`config.mk`:
```
export PLATFORM = sky130hd
export DESIGN_NAME = parl_add_tree_acc
export DESIGN_NICKNAME = d
export VERILOG_FILES = /design/src/rtl/parl_add_pkg.sv /design/src/rtl/parl_add_stage.sv /design/src/rtl/parl_add_tree_acc.sv
export SDC_FILE = /design/constraint.sdc
export NUM_CORES = 1
export LEC_CHECK = 0
export ABC_AREA = 1
export ABC_CLOCK_PERIOD_IN_PS = 2880
export BUFFER_PORTS_ARGS = -buffer_cell sky130_fd_sc_hd__buf_2
export CAP_MARGIN = 20
export CORE_UTILIZATION = 30
export CTS_CLUSTER_SIZE = 14
export DETAILED_ROUTE_END_ITERATION = 8
export GPL_ROUTABILITY_DRIVEN = 0
export PLACE_DENSITY_LB_ADDON = 0.12
export SLEW_MARGIN = 25
export SYNTH_ARGS = -nofsm -noshare
export SYNTH_HDL_FRONTEND = slang
export SYNTH_SLANG_ARGS = --single-unit
```
`constraint.sdc`:
```
create_clock -name parl_add_tree_clk -period 2.88 [get_ports parl_add_tree_clk]
set_input_delay 0.576 -clock parl_add_tree_clk [delete_from_list [all_inputs] [get_ports parl_add_tree_clk]]
set_output_delay 0.576 -clock parl_add_tree_clk [all_outputs]
set_load 0.02 [all_outputs]
```
`src/rtl/parl_add_pkg.sv`:
```
// Shared definitions for the pipelined adder tree and vector accumulator.
package parl_add_pkg;

    // Width of the scratch vector used by the saturation-limit helpers.
    localparam int unsigned SAT_W = 128;

    typedef enum logic {
        IDLE  = 1'b0,
        ACCUM = 1'b1
    } acc_state_e;

    // Number of tree levels: ceil(log2(n)).
    function automatic int unsigned stage_count(input int unsigned n);
        int unsigned d;
        d = 0;
        while ((64'd1 << d) < 64'(n)) d = d + 1;
        return d;
    endfunction

    // Operand count after zero-padding up to a power of two.
    function automatic int unsigned padded_count(input int unsigned n);
        return 32'd1 << stage_count(n);
    endfunction

    // Largest representable value of a width/signedness, in the low bits.
    function automatic logic [SAT_W-1:0] sat_max(input int unsigned width, input bit is_signed);
        logic [SAT_W-1:0] r;
        r = '0;
        for (int unsigned i = 0; i < width; i++) r[i] = 1'b1;
        if (is_signed) r[width-1] = 1'b0;
        return r;
    endfunction

    // Smallest representable value of a width/signedness, in the low bits.
    function automatic logic [SAT_W-1:0] sat_min(input int unsigned width, input bit is_signed);
        logic [SAT_W-1:0] r;
        r = '0;
        if (is_signed) r[width-1] = 1'b1;
        return r;
    endfunction

endpackage

```
`src/rtl/parl_add_stage.sv`:
```
// One registered adder-tree level: sums adjacent operand pairs, carries
// valid and the vector-last tag alongside the data.
module parl_add_stage #(
    parameter  int unsigned IN_COUNT  = 2,
    parameter  int unsigned WIDTH     = 8,
    localparam int unsigned OUT_COUNT = IN_COUNT / 2
) (
    input  logic                       clk,
    input  logic                       rst_n,
    input  logic                       in_valid,
    input  logic                       in_last,
    input  logic [IN_COUNT*WIDTH-1:0]  in_data,
    output logic                       out_valid,
    output logic                       out_last,
    output logic [OUT_COUNT*WIDTH-1:0] out_data
);

    logic                       valid_q, valid_d;
    logic                       last_q,  last_d;
    logic [OUT_COUNT*WIDTH-1:0] data_q,  data_d;

    // Pairwise sums; data and last only load on a valid beat.
    always_comb begin
        valid_d = in_valid;
        last_d  = last_q;
        data_d  = data_q;
        if (in_valid) begin
            last_d = in_last;
            for (int unsigned j = 0; j < OUT_COUNT; j++) begin
                data_d[j*WIDTH +: WIDTH] = in_data[(2*j)*WIDTH +: WIDTH]
                                         + in_data[(2*j+1)*WIDTH +: WIDTH];
            end
        end
    end

    // Level register.
    always_ff @(posedge clk or negedge rst_n) begin
        if (!rst_n) begin
            valid_q <= 1'b0;
            last_q  <= 1'b0;
            data_q  <= '0;
        end else begin
            valid_q <= valid_d;
            last_q  <= last_d;
            data_q  <= data_d;
        end
    end

    assign out_valid = valid_q;
    assign out_last  = last_q;
    assign out_data  = data_q;

endmodule

```
`src/rtl/parl_add_tree_acc.sv`:
```
// Pipelined N-input adder tree followed by a per-vector accumulator that
// emits one sum, sticky overflow flag and beat count per last-delimited vector.
module parl_add_tree_acc
    import parl_add_pkg::*;
#(
    parameter  int unsigned OPERAND_WIDTH = 18,
    parameter  int unsigned NUM_INPUTS    = 8,
    parameter  bit          SIGNED        = 1'b1,
    parameter  int unsigned ACC_EXTRA     = 8,
    parameter  bit          SATURATE      = 1'b1,
    parameter  int unsigned CNT_WIDTH     = 8,
    localparam int unsigned D             = stage_count(NUM_INPUTS),
    localparam int unsigned PAD           = padded_count(NUM_INPUTS),
    localparam int unsigned TREE_WIDTH    = OPERAND_WIDTH + D,
    localparam int unsigned ACC_WIDTH     = TREE_WIDTH + ACC_EXTRA
) (
    input  logic                                parl_add_tree_clk,
    input  logic                                parl_add_tree_rst_b,
    input  logic                                in_valid_i,
    input  logic                                in_last_i,
    input  logic [NUM_INPUTS*OPERAND_WIDTH-1:0] in_data_i,
    output logic                                out_valid_o,
    output logic [ACC_WIDTH-1:0]                out_sum_o,
    output logic                                out_ovf_o,
    output logic [CNT_WIDTH-1:0]                out_beats_o
);

    localparam logic [ACC_WIDTH-1:0] ACC_MAX = ACC_WIDTH'(sat_max(ACC_WIDTH, SIGNED));
    localparam logic [ACC_WIDTH-1:0] ACC_MIN = ACC_WIDTH'(sat_min(ACC_WIDTH, SIGNED));

    logic [PAD*TREE_WIDTH-1:0] lvl0_data;
    logic [OPERAND_WIDTH-1:0]  op;

    // Extend each operand to the tree width; pad slots stay zero.
    always_comb begin
        lvl0_data = '0;
        op        = '0;
        for (int unsigned k = 0; k < NUM_INPUTS; k++) begin
            op = in_data_i[k*OPERAND_WIDTH +: OPERAND_WIDTH];
            lvl0_data[k*TREE_WIDTH +: TREE_WIDTH] = {{D{SIGNED & op[OPERAND_WIDTH-1]}}, op};
        end
    end

    genvar l;
    generate
        for (l = 0; l < D; l++) begin : g_lvl
            localparam int unsigned IN_CNT = PAD >> l;
            logic [(IN_CNT/2)*TREE_WIDTH-1:0] data;
            logic                             valid;
            logic                             last;
            if (l == 0) begin : g_first
                parl_add_stage #(.IN_COUNT(IN_CNT), .WIDTH(TREE_WIDTH)) u_stage (
                    .clk       (parl_add_tree_clk),
                    .rst_n     (parl_add_tree_rst_b),
                    .in_valid  (in_valid_i),
                    .in_last   (in_last_i),
                    .in_data   (lvl0_data),
                    .out_valid (valid),
                    .out_last  (last),
                    .out_data  (data)
                );
            end else begin : g_next
                parl_add_stage #(.IN_COUNT(IN_CNT), .WIDTH(TREE_WIDTH)) u_stage (
                    .clk       (parl_add_tree_clk),
                    .rst_n     (parl_add_tree_rst_b),
                    .in_valid  (g_lvl[l-1].valid),
                    .in_last   (g_lvl[l-1].last),
                    .in_data   (g_lvl[l-1].data),
                    .out_valid (valid),
                    .out_last  (last),
                    .out_data  (data)
                );
            end
        end
    endgenerate

    logic [TREE_WIDTH-1:0] tree_sum;
    logic                  tree_valid;
    logic                  tree_last;

    assign tree_sum   = g_lvl[D-1].data;
    assign tree_valid = g_lvl[D-1].valid;
    assign tree_last  = g_lvl[D-1].last;

    acc_state_e           state_q, state_d;
    logic [ACC_WIDTH-1:0] acc_q, acc_d;
    logic [CNT_WIDTH-1:0] cnt_q, cnt_d;
    logic                 ovf_q, ovf_d;
    logic                 out_valid_q, out_valid_d;
    logic [ACC_WIDTH-1:0] out_sum_q, out_sum_d;
    logic                 out_ovf_q, out_ovf_d;
    logic [CNT_WIDTH-1:0] out_beats_q, out_beats_d;

    logic                 first;
    logic [ACC_WIDTH:0]   sum_x, base_x, res;
    logic                 ovf_now, ovf_new;
    logic [ACC_WIDTH-1:0] acc_new;
    logic [CNT_WIDTH-1:0] cnt_new;

    // Accumulate tree sums; the extra top bit of res exposes carry/sign for overflow.
    always_comb begin
        first   = (state_q == IDLE);
        sum_x   = {{(ACC_EXTRA + 1){SIGNED & tree_sum[TREE_WIDTH-1]}}, tree_sum};
        base_x  = first ? '0 : {SIGNED & acc_q[ACC_WIDTH-1], acc_q};
        res     = base_x + sum_x;
        ovf_now = SIGNED ? (res[ACC_WIDTH] ^ res[ACC_WIDTH-1]) : res[ACC_WIDTH];
        if (!ovf_now || !SATURATE) acc_new = res[ACC_WIDTH-1:0];
        else if (SIGNED && res[ACC_WIDTH]) acc_new = ACC_MIN;
        else acc_new = ACC_MAX;
        ovf_new = ovf_now | (!first & ovf_q);
        if (first) cnt_new = CNT_WIDTH'(1);
        else if (&cnt_q) cnt_new = cnt_q;
        else cnt_new = cnt_q + CNT_WIDTH'(1);

        state_d     = state_q;
        acc_d       = acc_q;
        cnt_d       = cnt_q;
        ovf_d       = ovf_q;
        out_valid_d = 1'b0;
        out_sum_d   = out_sum_q;
        out_ovf_d   = out_ovf_q;
        out_beats_d = out_beats_q;

        if (tree_valid) begin
            if (tree_last) begin
                state_d     = IDLE;
                acc_d       = '0;
                cnt_d       = '0;
                ovf_d       = 1'b0;
                out_valid_d = 1'b1;
                out_sum_d   = acc_new;
                out_ovf_d   = ovf_new;
                out_beats_d = cnt_new;
            end else begin
                state_d = ACCUM;
                acc_d   = acc_new;
                cnt_d   = cnt_new;
                ovf_d   = ovf_new;
            end
        end
    end

    // Accumulator, FSM and output registers.
    always_ff @(posedge parl_add_tree_clk or negedge parl_add_tree_rst_b) begin
        if (!parl_add_tree_rst_b) begin
            state_q     <= IDLE;
            acc_q       <= '0;
            cnt_q       <= '0;
            ovf_q       <= 1'b0;
            out_valid_q <= 1'b0;
            out_sum_q   <= '0;
            out_ovf_q   <= 1'b0;
            out_beats_q <= '0;
        end else begin
            state_q     <= state_d;
            acc_q       <= acc_d;
            cnt_q       <= cnt_d;
            ovf_q       <= ovf_d;
            out_valid_q <= out_valid_d;
            out_sum_q   <= out_sum_d;
            out_ovf_q   <= out_ovf_d;
            out_beats_q <= out_beats_d;
        end
    end

    assign out_valid_o = out_valid_q;
    assign out_sum_o   = out_sum_q;
    assign out_ovf_o   = out_ovf_q;
    assign out_beats_o = out_beats_q;

endmodule

```
==> impl_metrics.toml <==
[run_status]
status = "finished, final reports clean"

[global_route]
grt_overflow = 0
grt_max_degree = 88
grt_pass1_wl_um = 82030
track_usage_pct = 17.33
antenna_found_initial = 0
first_global_vias = 16011

[clocking]
clk_latency_ns = 0.56
htreeDepth = 1
cts_tree = "done"
clkSinkCount = 223
clk_pin_slew_ns = 0.06
clockRootBuffer = "clkbuf_16"
numCtsBuffers = 27
cts_buffer_depth = 3

[hold_path]
min_to = "g_lvl[0].g_first.u_stage.out_last"
hold_path_class = "in -> reg"
min_path_cells = 3
hp-start = "in_last_i"

[power_and_ir_drop]
vdd_drop_max_v = 0.0006077
pwr-share-clk_pct = 18.3
switching_share_pct = 46.20
intPower_mw = 11.13
p_per_area_nw_per_um2 = 1005
leakage_nw = 10.40
power.switching_mw = 9.555
pwr-share-seq_pct = 24.3
combPwrFrac_pct = 57.3

[synth]
yosysSeqAreaShare_pct = 32.50
synth_area_um2 = 17170
synth_edf_count = 0
synth_seq_cells = 223
synth_ff_type = "dfrtp_1"
synth_cells = 2427
yosysWarnings = 0
syn_area_per_cell_um2 = 7.075
ys_types = 38
syn-num-nets = 2743
async_flop_share_pct = 100.0

[floorplanning]
initial_core_util_pct = 30.39
io_pins = 187
dieArea_um2 = 58200
core-area_um2 = 56500
dieHeight_um = 241.2
fp-row-count = 87
die_width_um = 241.2

[setup_path]
crit_type = "reg -> reg"
endpoint_kind = "flip-flop"
critPathMostFrequentCell = "nand2_1"
r2r_slack_ns = 0.18
slowest_stage = "dfrtp_2"
arrival_ns = 3.15
cp.required_ns = 3.33
worstReg2RegEnd = "out_ovf_o"
r2r-start = "state_q"
r2r_cells = 19
worstSetupStartpointType = "flip-flop"
worst_path_largest_cell_delay_ns = 0.49
path_max_fanout = 12
path_cells = "clkbuf_16, nand2_1, inv_1, ha_1, or2_1, nand3b_1, nand2_2, nand2_1, nand2_2, nand2_2, nand2_2, nand2_1, nand2_4, nand2_4, buf_12, buf_12, nand3_1, nand2_1, nand2_1"

[sta]
fmax_mhz = 370.7
fin_crit_sh_pct = 93.66
worst_pin_slew_ns = 0.7667
slew_viol_final = 0
finalSetupViolCount = 0
max_slew_margin_pct = 48.83
hold_slack_ns = 0.2856
clock_skew_ns = 0.01099
final-hold-violation-count = 0
finalCriticalPeriod_ns = 2.697

[drt]
first_iter_violations = 704
final_antenna_net_count = 0
detailedRoute.firstPassIterationCount = 5
drc = 0
viasPerCell = 4.800
wl_per_cell_um = 14.91
via_count = 16331
wl_um = 50730

[job]
max_cap_violations = 0

[placement]
io_buffers = 186
hpwl_um = 40380
placed_cell_area_um2 = 19180

[final_layout]
nFillCells = 6129
seq_area_um2 = 5582
area_growth_pct = 19.89
fin_area_um2 = 20590
drive_gt1_share_pct = 13.61
multiInputGateArea_um2 = 10850
diodes = 0
finalNetCount = 2941
## per-stage QoR
step           util, %  cells  setup TNS (ns)  total power, mW  worst slack [ns]
6_report         36.44   3402               0            20.68            0.1826
2_1_floorplan        -   2427               0            12.76            0.2588
5_1_grt          36.44   3402        -0.08906            22.66          -0.02207
4_1_cts          35.72   3397               0            20.06           0.03077
3_3_place_gp     33.94   3346               0            16.09           0.07694
3_5_place_dp     33.94   3346               0            16.13           0.04056
## worst max-delay path by stage
stage | end | slack (ns) | from | cells past startpoint
finish | out_ovf_o | 0.18 | state_q | 19
global route | out_ovf_o | -0.02 | state_q | 19
CTS | out_sum_o[25] | 0.03 | state_q | 16
detailed placement | out_sum_o[25] | 0.04 | state_q | 16
global placement | out_ovf_o | 0.08 | state_q | 18
floorplan | acc_q[19] | 0.26 | state_q | 20
## kinds of logic (layout without fill, tap and decap cells)
group	Yosys count	after routing	share of synthesized area, %
AND/OR/NAND/NOR	1179	1179	28.00
AO/OA/AOI/OAI	495	495	16.05
buffers and inverters	268	487	6.062
flip-flops	223	223	32.50
adder cells (fa/ha/maj)	168	168	12.59
XOR/XNOR	94	94	4.795
## cells in the final DEF, fill, tap and decap left out, types with 4 or more instances in the layout
cell type	n
nor2_2	9
a31oi_1	42
o21ai_0	190
or2_2	19
clkinv_2	5
xor2_1	41
ha_2	7
inv_1	207
buf_2	185
ha_4	12
o21ai_1	6
nand2_1	759
nand4_1	34
a21oi_2	12
nand3_1	98
nand3b_1	5
o31ai_1	5
clkbuf_8	4
nor4_1	15
buf_4	25
and2_1	5
nor2_1	185
fa_1	7
o21bai_1	30
nand2_2	19
nor3_1	23
o211ai_1	5
a21o_1	25
clkbuf_16	31
o21a_1	8
a21oi_1	153
ha_1	141
buf_12	9
o22ai_1	8
xnor2_1	53
bufinv_16	6
dfrtp_1	222
## cells in the mapped netlist, types with 4 or more instances
cell      count  area (µm²)
nor2_1      194       728.2
clkbuf_1     45       168.9
o31ai_1       5       37.54
o21ai_1       4       20.02
a21oi_1     165       825.8
or2_2        19       118.9
o21ai_0     192       960.9
a31oi_1      42       262.8
xnor2_1      53       464.2
nor4_1       15       93.84
xor2_1       41       359.1
nand2_2       7       43.79
buf_6         4       45.04
o22ai_1       8       50.05
fa_1          8       160.2
nand4_1      34       212.7
nand2_1     773        2902
o21bai_1     30       225.2
buf_2         4       20.02
a21o_1       25       187.7
and2_1        5       31.28
o211ai_1      5       37.54
ha_1        160        2002
nand3_1      99       495.5
nor3_1       24       120.1
nand3b_1      5       37.54
inv_1       209       784.5
o21a_1        8       60.06
dfrtp_1     223        5580
## flip-flops by register name, summed over array words and instances, names as in the netlist, 2 cells and up
signal / cells
acc_q: 29
g_lvl.g_next.u_stage.out_last: 2
out_sum_o: 29
cnt_q: 8
g_lvl.g_next.u_stage.out_data: 63
out_beats_o: 8
g_lvl.g_first.u_stage.out_data: 76
g_lvl.g_next.u_stage.out_valid: 2
## metal layers
layer / wire [µm] / part of all wire [%] / GRT usage [%] / vias up
met5: 0 / 0 / 0 / -
met4: 878 / 1.7 / 3.721 / 0
met3: 1395 / 2.7 / 1.265 / 49
met2: 24100 / 48 / 30.02 / 309
met1: 24360 / 48 / 23.51 / 7470
li1: - / - / - / 8503
## cell type report
cell class | count | share of cell area [%]
inverter | 212 | 3.865
sequential | 223 | 27.11
timing repair buffer | 225 | 6.892
tap | 756 | 4.595
clock buffer | 33 | 3.586
multi-input combinational | 1936 | 52.72
clock inverter | 17 | 1.234
## worst max-delay path: cells and delay by family (launching register included)
family	cells	cell delay [ns]
and+or+nand+nor	14	1.29
adders and majority gates	1	0.31
buffers and inverters	4	0.51
DFF	1	0.49
## power by group through the flow
stage	Clock, mW	Combinational [mW]	Sequential, mW
2_1_floorplan	0	7.80	4.96
3_3_place_gp	0	11.0	5.05
3_5_place_dp	0	11.1	5.04
4_1_cts	3.90	11.1	5.01
5_1_grt	4.03	13.5	5.18
6_report	3.79	11.9	5.04
## what timing repair did
item,CTS,global route
gates resized for setup,0,67
buffers inserted,0,1
endpoints found under the hold margin,52,0
setup endpoints to repair,0,58
hold buffers,1,0
No activity file was read; power rests on OpenSTA's default activity.
